==> config.mk <==
export PLATFORM = sky130hd
export DESIGN_NAME = bh1750_ctrl_flat
export DESIGN_NICKNAME = d
export VERILOG_FILES = /design/src/rtl/bh1750_ctrl_if.sv /design/src/rtl/bh1750_ctrl.sv /design/src/flat_wrapper.sv
export SDC_FILE = /design/constraint.sdc
export NUM_CORES = 1
export LEC_CHECK = 0
export BUFFER_PORTS_ARGS = -buffer_cell sky130_fd_sc_hd__buf_4
export CAP_MARGIN = 20
export CORE_ASPECT_RATIO = 0.5
export CORE_UTILIZATION = 50
export CTS_CLUSTER_DIAMETER = 40
export DETAILED_ROUTE_END_ITERATION = 8
export GPL_TIMING_DRIVEN = 0
export PLACE_DENSITY = 0.73
export SETUP_SLACK_MARGIN = 0.15
export SYNTH_ARGS = -nofsm -noshare
export SYNTH_HDL_FRONTEND = slang
export SYNTH_SLANG_ARGS = --single-unit
==> constraint.sdc <==
create_clock -name sys_clk -period 6.9 [get_ports sys_clk]
set_input_delay 1.38 -clock sys_clk [delete_from_list [all_inputs] [get_ports sys_clk]]
set_output_delay 1.38 -clock sys_clk [all_outputs]
set_load 0.005 [all_outputs]
==> src/rtl/bh1750_ctrl_if.sv <==
// Transaction-level handshake between the BH1750 sequencer and its I2C master.
// The sequencer drives request/command; the master answers with done, NACK and read data.
interface bh1750_ctrl_if;
   logic        i2c_req;
   logic        i2c_rw;
   logic [7:0]  i2c_cmd;
   logic        i2c_done;
   logic        i2c_ack_err;
   logic [15:0] i2c_rd_data;

   modport master (
      output i2c_req,
      output i2c_rw,
      output i2c_cmd,
      input  i2c_done,
      input  i2c_ack_err,
      input  i2c_rd_data
   );

   modport slave (
      input  i2c_req,
      input  i2c_rw,
      input  i2c_cmd,
      output i2c_done,
      output i2c_ack_err,
      output i2c_rd_data
   );
endinterface

==> src/rtl/bh1750_ctrl.sv <==
// BH1750 sequencer: power-on, mode select, then periodic 16-bit reads through a
// transaction-level I2C master, with NACK/timeout recovery by re-initialisation.
module bh1750_ctrl #(
   parameter logic [19:0] CNT_PWR_MAX  = 20'd499_999,
   parameter logic [23:0] CNT_MEAS_MAX = 24'd8_999_999,
   parameter logic [19:0] CNT_TO_MAX   = 20'd999_999,
   parameter logic [7:0]  CMD_PWR_ON   = 8'h01,
   parameter logic [7:0]  CMD_MODE     = 8'h10
) (
   input  logic                 sys_clk,
   input  logic                 sys_rst_n,
   bh1750_ctrl_if.master        i2c,
   output logic [15:0]          lux_raw_o,
   output logic                 lux_valid_o,
   output logic                 err_flag_o
);

   localparam int unsigned CNT_W  = 24;
   localparam int unsigned DATA_W = 16;

   typedef enum logic [2:0] {
      IDLE, PWR_WAIT, PWR_ON, MODE_SET, MEAS_WAIT, READ, UPDATE, ERR_WAIT
   } state_e;

   state_e              state_q, state_d;
   logic [CNT_W-1:0]    cnt_q, cnt_d;
   logic                req_q, req_d;
   logic                rw_q, rw_d;
   logic [7:0]          cmd_q, cmd_d;
   logic [DATA_W-1:0]   lux_raw_q, lux_raw_d;
   logic                valid_q, valid_d;
   logic                err_q, err_d;

   logic                xact_c, done_live_c, done_ok_c, done_err_c;

   // A done only counts in a transaction state and never in the request cycle.
   always_comb begin
      xact_c      = (state_q == PWR_ON) || (state_q == MODE_SET) || (state_q == READ);
      done_live_c = xact_c && i2c.i2c_done && !req_q;
      done_ok_c   = done_live_c && !i2c.i2c_ack_err;
      done_err_c  = (done_live_c && i2c.i2c_ack_err) ||
                    (xact_c && !done_live_c && (cnt_q == CNT_W'(CNT_TO_MAX)));
   end

   always_comb begin
      state_d   = state_q;
      cnt_d     = cnt_q + CNT_W'(1);
      req_d     = 1'b0;
      rw_d      = rw_q;
      cmd_d     = cmd_q;
      lux_raw_d = lux_raw_q;
      valid_d   = 1'b0;
      err_d     = err_q;

      case (state_q)
         IDLE:      state_d = PWR_WAIT;
         PWR_WAIT:  if (cnt_q == CNT_W'(CNT_PWR_MAX)) state_d = PWR_ON;
         PWR_ON: begin
            if (done_ok_c)       state_d = MODE_SET;
            else if (done_err_c) state_d = ERR_WAIT;
         end
         MODE_SET: begin
            if (done_ok_c)       state_d = MEAS_WAIT;
            else if (done_err_c) state_d = ERR_WAIT;
         end
         MEAS_WAIT: if (cnt_q == CNT_MEAS_MAX) state_d = READ;
         READ: begin
            if (done_ok_c) begin
               state_d   = UPDATE;
               lux_raw_d = i2c.i2c_rd_data;
               valid_d   = 1'b1;
               err_d     = 1'b0;
            end else if (done_err_c) begin
               state_d = ERR_WAIT;
            end
         end
         UPDATE:    state_d = MEAS_WAIT;
         ERR_WAIT:  if (cnt_q == CNT_MEAS_MAX) state_d = PWR_ON;
         default:   state_d = IDLE;
      endcase

      // Entry actions: shared counter restarts, request registered for the first cycle.
      if (state_d != state_q) begin
         cnt_d = '0;
         case (state_d)
            PWR_ON: begin
               req_d = 1'b1;
               rw_d  = 1'b0;
               cmd_d = CMD_PWR_ON;
            end
            MODE_SET: begin
               req_d = 1'b1;
               rw_d  = 1'b0;
               cmd_d = CMD_MODE;
            end
            READ: begin
               req_d = 1'b1;
               rw_d  = 1'b1;
               cmd_d = 8'h00;
            end
            ERR_WAIT: err_d = 1'b1;
            default: ;
         endcase
      end
   end

   always_ff @(posedge sys_clk or negedge sys_rst_n) begin
      if (!sys_rst_n) begin
         state_q   <= IDLE;
         cnt_q     <= '0;
         req_q     <= 1'b0;
         rw_q      <= 1'b0;
         cmd_q     <= 8'h00;
         lux_raw_q <= '0;
         valid_q   <= 1'b0;
         err_q     <= 1'b0;
      end else begin
         state_q   <= state_d;
         cnt_q     <= cnt_d;
         req_q     <= req_d;
         rw_q      <= rw_d;
         cmd_q     <= cmd_d;
         lux_raw_q <= lux_raw_d;
         valid_q   <= valid_d;
         err_q     <= err_d;
      end
   end

   assign i2c.i2c_req  = req_q;
   assign i2c.i2c_rw   = rw_q;
   assign i2c.i2c_cmd  = cmd_q;
   assign lux_raw_o    = lux_raw_q;
   assign lux_valid_o  = valid_q;
   assign err_flag_o   = err_q;

endmodule
==> src/flat_wrapper.sv <==
// flat-port wrapper written by rule: the top's interface ports become plain ports
module bh1750_ctrl_flat 
#(
   parameter logic [19:0] CNT_PWR_MAX  = 20'd499_999,
   parameter logic [23:0] CNT_MEAS_MAX = 24'd8_999_999,
   parameter logic [19:0] CNT_TO_MAX   = 20'd999_999,
   parameter logic [7:0]  CMD_PWR_ON   = 8'h01,
   parameter logic [7:0]  CMD_MODE     = 8'h10
)
  (sys_clk, sys_rst_n, lux_raw_o, lux_valid_o, err_flag_o, i2c_i2c_req, i2c_i2c_rw, i2c_i2c_cmd, i2c_i2c_done, i2c_i2c_ack_err, i2c_i2c_rd_data);
  bh1750_ctrl_if i2c_i ();
  input  logic sys_clk;
  input  logic sys_rst_n;
  output logic [15:0] lux_raw_o;
  output logic lux_valid_o;
  output logic err_flag_o;
  output wire logic [$bits(i2c_i.i2c_req)-1:0] i2c_i2c_req;
  output wire logic [$bits(i2c_i.i2c_rw)-1:0] i2c_i2c_rw;
  output wire logic [$bits(i2c_i.i2c_cmd)-1:0] i2c_i2c_cmd;
  input wire logic [$bits(i2c_i.i2c_done)-1:0] i2c_i2c_done;
  input wire logic [$bits(i2c_i.i2c_ack_err)-1:0] i2c_i2c_ack_err;
  input wire logic [$bits(i2c_i.i2c_rd_data)-1:0] i2c_i2c_rd_data;
  assign i2c_i2c_req = i2c_i.i2c_req;
  assign i2c_i2c_rw = i2c_i.i2c_rw;
  assign i2c_i2c_cmd = i2c_i.i2c_cmd;
  assign i2c_i.i2c_done = i2c_i2c_done;
  assign i2c_i.i2c_ack_err = i2c_i2c_ack_err;
  assign i2c_i.i2c_rd_data = i2c_i2c_rd_data;
  bh1750_ctrl #(.CNT_PWR_MAX(CNT_PWR_MAX), .CNT_MEAS_MAX(CNT_MEAS_MAX), .CNT_TO_MAX(CNT_TO_MAX), .CMD_PWR_ON(CMD_PWR_ON), .CMD_MODE(CMD_MODE)) u_core (.sys_clk(sys_clk), .sys_rst_n(sys_rst_n), .i2c(i2c_i), .lux_raw_o(lux_raw_o), .lux_valid_o(lux_valid_o), .err_flag_o(err_flag_o));
endmodule
==> results of run 1 <==
## power by group through the flow
| stage | logic, mW | clock network, mW | registers, mW |
|---|---|---|---|
| final | 0.418 | 0.178 | 0.406 |
| after global routing | 0.474 | 0.192 | 0.416 |
| after CTS | 0.420 | 0.182 | 0.407 |
| after detailed placement | 0.418 | 0 | 0.412 |
| after global placement | 0.411 | 0 | 0.408 |
| after floorplan | 0.258 | 0 | 0.411 |
## layout make-up
type                            count  area (µm²)
Inverter                            6        22.5
Multi-Input combinational cell    176        1160
Fill cell                         367        1600
Buffer                             14        78.8
Sequential cell                    49        1230
Timing Repair Buffer               41         308
Clock inverter                      3        26.3
Tap cell                           66        82.6
Clock buffer                        5        68.8
## per-layer routing
metal,wire length [µm],share of wire [%]
met1,2330,48
met2,2170,45
met3,283,5.9
met4,36,0.75
met5,0,0
## worst max-delay path: stages
cell and delay, ps:
buf_4 110, or3b_2 490, nor2_1 650, clkbuf_1 460, mux2_2 390
## state kept, by name (all words and copies together), names as in the netlist
name	flops
u_core.i2c.i2c_req	1
u_core.i2c.i2c_rw	1
u_core.lux_valid_o	1
u_core.i2c.i2c_cmd	2
u_core.state_q	3
u_core.lux_raw_o	16
u_core.cnt_q	24
u_core.err_flag_o	1
## cell usage after synthesis (2+ instances only)
cell / number / share of area, %
mux2_2: 16 / 7.3
nand2_1: 13 / 2.0
nor4bb_1: 2 / 0.81
a211oi_1: 3 / 0.91
a211o_1: 3 / 1.1
nor3_1: 10 / 2.0
buf_4: 6 / 1.8
and2_1: 2 / 0.51
clkbuf_1: 5 / 0.76
o21ai_0: 2 / 0.41
xor2_1: 14 / 5.0
inv_1: 6 / 0.91
or4_4: 2 / 0.91
nand3_1: 9 / 1.8
buf_2: 3 / 0.61
nor2_1: 39 / 5.9
nand3b_1: 2 / 0.61
and3_1: 5 / 1.3
and4_1: 3 / 1.1
xnor2_1: 8 / 2.8
a21oi_1: 9 / 1.8
or3b_2: 2 / 0.71
dfrtp_1: 49 / 50
nand4_1: 5 / 1.3
## worst max path at each step
stage                    start                    to  slack (ps)
2_1_floorplan  i2c_i2c_ack_err  u_core.lux_raw_o[10]        3800
3_3_place_gp   i2c_i2c_ack_err   u_core.lux_raw_o[6]        3330
3_5_place_dp   i2c_i2c_ack_err  u_core.lux_raw_o[11]        3250
4_1_cts        i2c_i2c_ack_err   u_core.lux_raw_o[6]        3580
5_1_grt        i2c_i2c_ack_err  u_core.lux_raw_o[11]        3490
6_report       i2c_i2c_ack_err   u_core.lux_raw_o[6]        3620
## per-stage QoR
step | instances | utilization, % | instance area (µm²)
floorplan | 245 | - | 2490
global placement | 352 | 62.9 | 2880
detailed placement | 352 | 62.9 | 2880
CTS | 360 | 65.0 | 2970
global route | 360 | 65.0 | 2970
finish | 360 | 65.0 | 2970
## cells by family after synthesis
group / share of synthesized area, %
AOI/OAI and AO/OA: 7.66
xor gates and xnor gates: 7.81
adders and majority gates: 0.507
buffers and inverters: 4.11
DFF: 49.7
muxes: 7.30
other: 0.152
and+or+nand+nor: 22.8
==> metrics.yaml, run 1 <==
first_global_vias: 1825
port_buffers: 41
clock_sinks: 49
report.final.slew_viol_count: 0
use_met1_pct: 28.9
grt_use_total_pct: 21.0
hp-class: "reg2reg"
dp_hpwl_mm: 3.49
syn-instance-count: 240
synth_edf_count: 0
die-area_mm2: 0.00524
synthDistinctLibCells: 46
fin_skew_ps: 5.73
core_area_mm2: 0.00457
cts-root-buf: "clkbuf_8"
hold_ws_ps: 492
layout_common_cells: "49 x dfrtp_1, 47 x buf_4, 39 x nor2_1"
clkPwrFrac_pct: 17.7
io_pins: 48
row_count: 17
fmax_mhz: 304
antenna_found_initial: 0
antenna_cells: 0
routed_via_density: 5.37
min_to: "u_core.cnt_q[0]"
dp_slack_ps: 3250
clkTransAtPathRegs_ps: 100
routed-via-count: 1932
postCtsHoldBufs: 0
p_seq_share_pct: 40.6
ys_ff_latch: 49
post-cts-setup-buffers: 0
p_sw_share_pct: 35.9
synthToLayoutAreaGrowth_pct: 20.4
slew_headroom_pct: 46.2
grt_busiest_layer: "met2"
layout_commonest_cell: "dfrtp_1"
ys_seq_area_share_pct: 49.7
critPathKind: "in2reg"
syn_area_mm2: 0.00247
finalSetupViolCount: 0
rsz0062_at_grt: "false"
worst_slack_ps: 3620
power.switching_mw: 0.360
ir_drop_mv: 0.182
h-tree-depth: 2
fin_nets: 314
report.power.total_mw: 1.00
clk_path_buf_depth: 2
post-route-min-period_ps: 3280
hold_viol_final: 0
rrSetupSlack_ps: 4160
cp-end-kind: "flip-flop"
cp.required_ps: 7100
worst_pin_slew_ps: 804
synth_top_flop_cell: "dfrtp_1"
reg2reg_to: "u_core.cnt_q[7]"
routabilityCongestion: 0.900
critPathMaxFanout: 10
hp-start: "u_core.cnt_q[0]"
grt_max_degree: 50
p_comb_share_pct: 41.7
grt_use_met2_pct: 33.9
yosysWarningCount: 0
die_w_um: 101
status: "finished clean"
p_int_mw: 0.642
drive_gt1_share_pct: 28.2
tns_ps: 0
r2r-start: "u_core.cnt_q[11]"
synthArstFlopShare_pct: 100
period_share_pct: 47.6
cp.arrival_ps: 3480
post_drt_wl_per_cell_um: 13.4
drtPass1Iterations: 4
worst_setup_path_start_kind: "input port"
numCtsBuffers: 5
initial_core_util_pct: 54.0
holdPathStages: 1
syn_area_per_cell_um2: 10.3
powerDensity_mw_per_mm2: 337
drt_iter0_drc: 69
die_height_um: 51.7
cts_tree: "yes"
post_cts_resized: 0
overflow: 0
r2r_cells: 8
grt_pass1_wl_mm: 8.34
routed_wl_mm: 4.82
ant_nets: 0
insertion_delay_ps: 310
drc: 0
grt_use_met3_pct: 4.84
drv_cap: 0
power_leakage_nw: 1.35
No activity file was read; power rests on OpenSTA's default activity.
==> run 2: changes to the inputs <==
- ABC_AREA: not set -> 1
- PLACE_DENSITY: 0.73 -> 0.75
- clock period: 6.9 -> 2.7 ns (I/O delays scaled with it)
==> metrics.yaml, run 2 <==
hold_ws_ps: 246  # was 492 ps
overflow: 0  # unchanged
io_pins: 48  # unchanged
routed_via_density: 5.01  # was 5.37
die-area_mm2: 0.00577  # was 0.00524 mm²
place_area_mm2: 0.00314  # was 0.00288 mm²
row_count: 18  # was 17
critPathMostFrequentCell: "nand2_2"
tns_ps: 0  # unchanged
dp_slack_ps: 587  # was 3250 ps
synth_edf_count: 0  # unchanged
cts-root-buf: "clkbuf_8"  # unchanged
cts_tree: "yes"  # unchanged
finalSetupViolCount: 0  # unchanged
worst_pin_slew_ps: 608  # was 804 ps
synth_area_leader_cell: "dfrtp_1"  # unchanged
drv_cap: 0  # unchanged
synthArstFlopShare_pct: 100  # unchanged
rrSetupSlack_ps: 580  # was 4160 ps
critPathKind: "reg2reg"  # was in2reg
r2r_cells: 13  # was 8
numCtsBuffers: 5  # unchanged
clkTransAtPathRegs_ps: 90  # was 100 ps
synth_common_cells: "113 x nand2_1, 59 x nor2_1, 49 x dfrtp_1"  # was 49 x dfrtp_1, 39 x nor2_1, 16 x mux2_2
post-route-min-period_ps: 2120
dp_hpwl_mm: 4.31  # was 3.49 mm
power_leakage_nw: 1.67  # was 1.35 nW
routabilityCongestion: 0.927  # was 0.900
fmax_mhz: 472
drtPass1Iterations: 4  # unchanged
core_area_mm2: 0.00509  # was 0.00457 mm²
h-tree-depth: 2  # unchanged
post-cts-setup-buffers: 0  # unchanged
fin_nets: 438  # was 314
routed_wl_mm: 5.71  # was 4.82 mm
drt_iter0_drc: 114  # was 69
r2r-start: "u_core.cnt_q[0]"  # was u_core.cnt_q[11]
antenna_cells: 0  # unchanged
grt_pass1_wl_mm: 9.69  # was 8.34 mm
postCtsHoldBufs: 0  # unchanged
worst_slack_ps: 582  # was 3620 ps
report.final.slew_viol_count: 0  # unchanged
ant_nets: 0  # unchanged
hold_viol_final: 0  # unchanged
ys_top_cells_by_area: "dfrtp_1 45%, nand2_1 16%, nor2_1 8.1%"  # was dfrtp_1 50%, mux2_2 7.3%, nor2_1 5.9%
synth_top_flop_cell: "dfrtp_1"  # unchanged
hp-class: "in2async"  # was reg2reg
clk_path_buf_depth: 2  # unchanged
grt_max_degree: 50  # unchanged
cp-end-kind: "flip-flop"  # unchanged
synthToLayoutAreaGrowth_pct: 18.3  # was 20.4%
drive_gt1_share_pct: 20.6  # was 28.2%
post_drt_wl_per_cell_um: 11.7  # was 13.4 µm
ys_ff_latch: 49  # unchanged
slew_headroom_pct: 59.5  # was 46.2%
port_buffers: 41  # unchanged
clock_sinks: 49  # unchanged
period_share_pct: 78.4
post_cts_resized: 0  # unchanged
layout_commonest_cell: "nand2_1"  # was dfrtp_1
synth_top_area_share_pct: 45.0  # was 49.7%
layout_common_cells: "113 x nand2_1, 59 x nor2_1, 49 x dfrtp_1"  # was 49 x dfrtp_1, 47 x buf_4, 39 x nor2_1
largest_register: "u_core.cnt_q"  # unchanged
synthDistinctLibCells: 34  # was 46
first_global_vias: 2244  # was 1,825
status: "finished clean"  # unchanged
grt_use_total_pct: 21.8  # was 21.0%
yosysMostFrequentCell: "nand2_1"  # was dfrtp_1
routed-via-count: 2438  # was 1,932
antenna_found_initial: 0  # unchanged
die_height_um: 54.2  # was 51.7 µm
fin_skew_ps: 4.12  # was 5.73 ps
rsz0062_at_grt: "false"  # unchanged
slowest_stage: "dfrtp_1"  # was nor2_1
largest_reg_flops: 24  # unchanged
ir_drop_mv: 0.199  # was 0.182 mV
ys_seq_area_share_pct: 45.0  # was 49.7%
report.power.total_mw: 1.20  # was 1.00 mW
syn_area_per_cell_um2: 7.49  # was 10.3 µm²
max_stage_delay_ps: 380  # was 650 ps
syn_area_mm2: 0.00273  # was 0.00247 mm²
powerDensity_mw_per_mm2: 373  # was 337 mW/mm²
reg2reg_to: "u_core.cnt_q[10]"  # was u_core.cnt_q[7]
initial_core_util_pct: 53.6  # was 54.0%
drc: 0  # unchanged
syn-instance-count: 364  # was 240
worst_setup_path_start_kind: "flip-flop"  # was input port
insertion_delay_ps: 300  # was 310 ps
yosysWarningCount: 0  # unchanged
die_w_um: 106  # was 101 µm
stdcell_area_mm2: 0.00323  # was 0.00297 mm²
cp.required_ps: 2880  # was 7100 ps
crit_chain: "ha_1, nand3_1, nor2_2, nand3_1, nand2_1, nand2_1, nor2_2, nand2_2, nand2_2, nand2_2, nand3_4, buf_6, nor3_2"  # was buf_4, or3b_2, nor2_1, clkbuf_1, mux2_2
cp.arrival_ps: 2300  # was 3480 ps
fill_cells: 492  # was 367
critPathMaxFanout: 10  # unchanged
[run 2: changes by cell type after synthesis, moves of 5 or more]
cell	delta
mux2_2	-16
nor3_2	+9
and3_1	-5
inv_1	+36
xnor2_1	-6
a21oi_1	-6
nand2_1	+100
nand3_1	+13
xor2_1	-8
nor2_1	+20
[run 2: critical path: cells and delay by family (launching register included)]
kind          cells  cell delay (ps)
buf+inv           1              200
fa+ha+maj         1              230
simple gates     11             1180
flops             1              380
[run 2: kinds of logic (layout without fill, tap and decap cells)]
logic type / Yosys count / count (layout) / synth area share (%)
AND/OR/NAND/NOR: 239 / 239 / 40.2
buffers and inverters: 55 / 103 / 9.13
flip-flops: 49 / 49 / 45.0
AO/OA/AOI/OAI: 11 / 11 / 2.48
XOR/XNOR: 8 / 8 / 2.57
adder cells (fa/ha/maj): 1 / 1 / 0.459
other: 1 / 6 / 0.138
[run 2: routing by layer]
layer / GRT usage [%] / share of wire [%] / vias to the layer above
met4: 5.94 / 1.1 / 0
li1: - / - / 1223
met2: 38.3 / 46 / 70
met3: 4.52 / 5.0 / 7
met5: 0 / 0 / -
met1: 28.3 / 47 / 1138
[run 2: power breakdown]
group	internal, mW	switching, mW
registers	0.733	0
clock network	0.179	0.248
logic	0.0226	0.0206
[run 2: worst max path at each step]
stage                                 endpoint              start  depth (start not counted)
after detailed placement  u_core.lux_raw_o[13]  u_core.state_q[1]                          9
final                         u_core.cnt_q[10]    u_core.cnt_q[0]                         13
after global placement    u_core.lux_raw_o[13]  u_core.state_q[1]                          9
after global routing          u_core.cnt_q[18]    u_core.cnt_q[0]                         11
after floorplan               u_core.cnt_q[10]    u_core.cnt_q[0]                         13
after CTS                 u_core.lux_raw_o[13]  u_core.state_q[1]                          9
[run 2: metrics by stage]
step	instances	util, %
finish	487	63.4
CTS	487	63.4
floorplan	369	-
detailed placement	480	61.7
global placement	480	61.7
global route	487	63.4
[run 2: layout make-up]
cell class / instances / area [µm²] / area share [%]
multi-input cells: 265 / 1270 / 39.4
flip-flops and latches: 49 / 1230 / 38.0
repair buffers: 41 / 308 / 9.54
inverters: 44 / 165 / 5.12
well taps: 70 / 87.6 / 2.72
plain buffers: 11 / 83.8 / 2.60
clock buffers: 5 / 68.8 / 2.13
clock inverters: 2 / 16.3 / 0.504
==> run 3: changes to the inputs <==
- ABC_AREA: 1 -> 0
- CORE_UTILIZATION: 50 -> 49
- clock period: 2.7 -> 1.9 ns (I/O delays scaled with it)
==> metrics.yaml, run 3 (synthesized netlist as in run 1, its figures left out) <==
clkTransAtPathRegs_ps: 90  # about the same
critPathMaxFanout: 6  # was 10
synthToLayoutAreaGrowth_pct: 38.7  # was 18.3%
post-route-min-period_ps: 2340  # was 2120 ps
critPathKind: "reg2reg"  # unchanged
cts-root-buf: "clkbuf_8"  # unchanged
report.final.slew_viol_count: 0  # unchanged
port_buffers: 41  # unchanged
h-tree-depth: 2  # unchanged
antenna_cells: 0  # unchanged
cp.arrival_ps: 2530  # was 2300 ps
drv_cap: 0  # unchanged
worst_setup_path_start_kind: "flip-flop"  # unchanged
routed_via_density: 5.35  # was 5.01
antenna_found_initial: 0  # unchanged
status: "complete, but fails checks"  # was finished clean
postCtsHoldBufs: 0  # unchanged
grt_max_degree: 50  # unchanged
largest_reg_flops: 24  # unchanged
p_int_mw: 3.09  # was 0.935 mW
row_count: 17  # was 18
grt_use_total_pct: 21.3  # was 21.8%
hold_viol_final: 0  # unchanged
p_comb_share_pct: 55.2  # was 3.6%
clock_sinks: 49  # unchanged
power.switching_mw: 1.70  # was 0.268 mW
die-area_mm2: 0.00534  # was 0.00577 mm²
grt_pass1_wl_mm: 8.56  # was 9.69 mm
p_sw_share_pct: 35.5  # was 22.3%
die_height_um: 52.2  # was 54.2 µm
violations: "setup timing"
post_drt_wl_per_cell_um: 14.6  # was 11.7 µm
p_seq_share_pct: 31.0  # was 60.9%
r2r-start: "u_core.cnt_q[22]"  # was u_core.cnt_q[0]
insertion_delay_ps: 300  # about the same
cp.required_ps: 2090  # was 2880 ps
stdcell_count: 376  # was 487
finalSetupViolCount: 29  # was 0
cp-end-kind: "flip-flop"  # unchanged
drive_gt1_share_pct: 48.1  # was 20.6%
fill_cells: 315  # was 492
fmax_mhz: 428  # was 472 MHz
worst_pin_slew_ps: 625  # was 608 ps
layout_commonest_cell: "buf_4"  # was nand2_1
hp-class: "in2async"  # unchanged
die_w_um: 102  # was 106 µm
dp_hpwl_mm: 3.53  # was 4.31 mm
fin_nets: 330  # was 438
period_share_pct: 123  # was 78.4%
io_pins: 48  # unchanged
report.power.total_mw: 4.78  # was 1.20 mW
routed_wl_mm: 5.50  # was 5.71 mm
drt_iter0_drc: 85  # was 114
clkPwrFrac_pct: 13.8  # was 35.5%
core_area_mm2: 0.00462  # was 0.00509 mm²
power_leakage_nw: 1.48  # was 1.67 nW
initial_core_util_pct: 53.5  # was 53.6%
startpoint: "u_core.cnt_q[22]"  # was u_core.cnt_q[0]
numCtsBuffers: 5  # unchanged
worst_slack_ps: -438  # was 582 ps
overflow: 0  # unchanged
ant_nets: 0  # unchanged
drc: 0  # unchanged
clk_path_buf_depth: 2  # unchanged
drtPass1Iterations: 4  # unchanged
powerDensity_mw_per_mm2: 1400  # was 373 mW/mm²
routabilityCongestion: 0.820  # was 0.927
slew_headroom_pct: 58.3  # was 59.5%
hold_ws_ps: 83.1  # was 246 ps
largest_register: "u_core.cnt_q"  # unchanged
first_global_vias: 1842  # was 2,244
layout_common_cells: "59 x buf_4, 48 x dfrtp_1, 18 x nor2_2"  # was 113 x nand2_1, 59 x nor2_1, 49 x dfrtp_1
ir_drop_mv: 0.854  # was 0.199 mV
fin_skew_ps: 4.87  # was 4.12 ps
rsz0062_at_grt: "true"  # was false
routed-via-count: 2011  # was 2,438
dp_cells: 352  # was 480
cts_tree: "yes"  # unchanged
-- run 3: final cells by class --
type	count	area, µm²	share of cell area, %
sequential	49	1230	35.9
clock buffer	6	82.6	2.41
timing repair buffer	57	482	14.1
multi-input combinational	176	1390	40.7
clock inverter	2	16.3	0.475
buffer	14	118	3.44
tap	66	82.6	2.41
inverter	6	22.5	0.658
-- run 3: worst max-delay path, cell delays in order (launching register included) --
cell and delay [ps]:
dfrtp_1 410, or4_4 600, nor4_4 150, buf_4 180
a21oi_4 70, o32ai_2 210, a211o_1 160, buf_6 130
buf_6 130, clkbuf_16 160, nor2_2 40
-- run 3: power groups by stage --
stage,Clock (mW),Sequential (mW),Combinational (mW)
after CTS,0.672,1.48,2.18
after global routing,0.727,1.52,2.83
after detailed placement,0,1.49,1.68
after floorplan,0,1.49,1.08
final,0.658,1.48,2.64
after global placement,0,1.49,1.64
-- run 3: layer usage --
metal / up-vias / track usage, % / wire length (µm)
met5: - / 0 / 0
met4: 0 / 4.05 / 53
met3: 6 / 4.80 / 325
met2: 67 / 35.2 / 2610
met1: 970 / 29.4 / 2510
li1: 968 / - / -
-- run 3: worst paths after layout --
path,cells after the start,slack (ps),end
hold / removal,1,80,u_core.lux_raw_o[14]
max in group asynchronous,1,1370,u_core.cnt_q[17]
hold reg to reg,1,500,u_core.i2c.i2c_cmd[0]
setup reg to reg,10,-440,u_core.cnt_q[9]
setup / recovery,10,-440,u_core.cnt_q[9]
min in group sys_clk,2,310,u_core.lux_raw_o[14]
-- run 3: timing repair --
item / CTS / global route
setup endpoints to repair: 41 / 48
gates cloned: 1 / 1
buffers inserted: 8 / 6
gates resized for setup: 15 / 45
pin swaps: 3 / 11
-- run 3: through the flow --
stage	util (%)	worst slack, ps	setup TNS (ps)	area, µm²
after floorplan	-	-280	-4470	2560
after global placement	64.0	-423	-8970	2950
after detailed placement	64.0	-470	-10710	2950
after CTS	69.2	-429	-10950	3200
after global routing	74.1	-532	-13870	3420
final	74.1	-438	-10970	3420
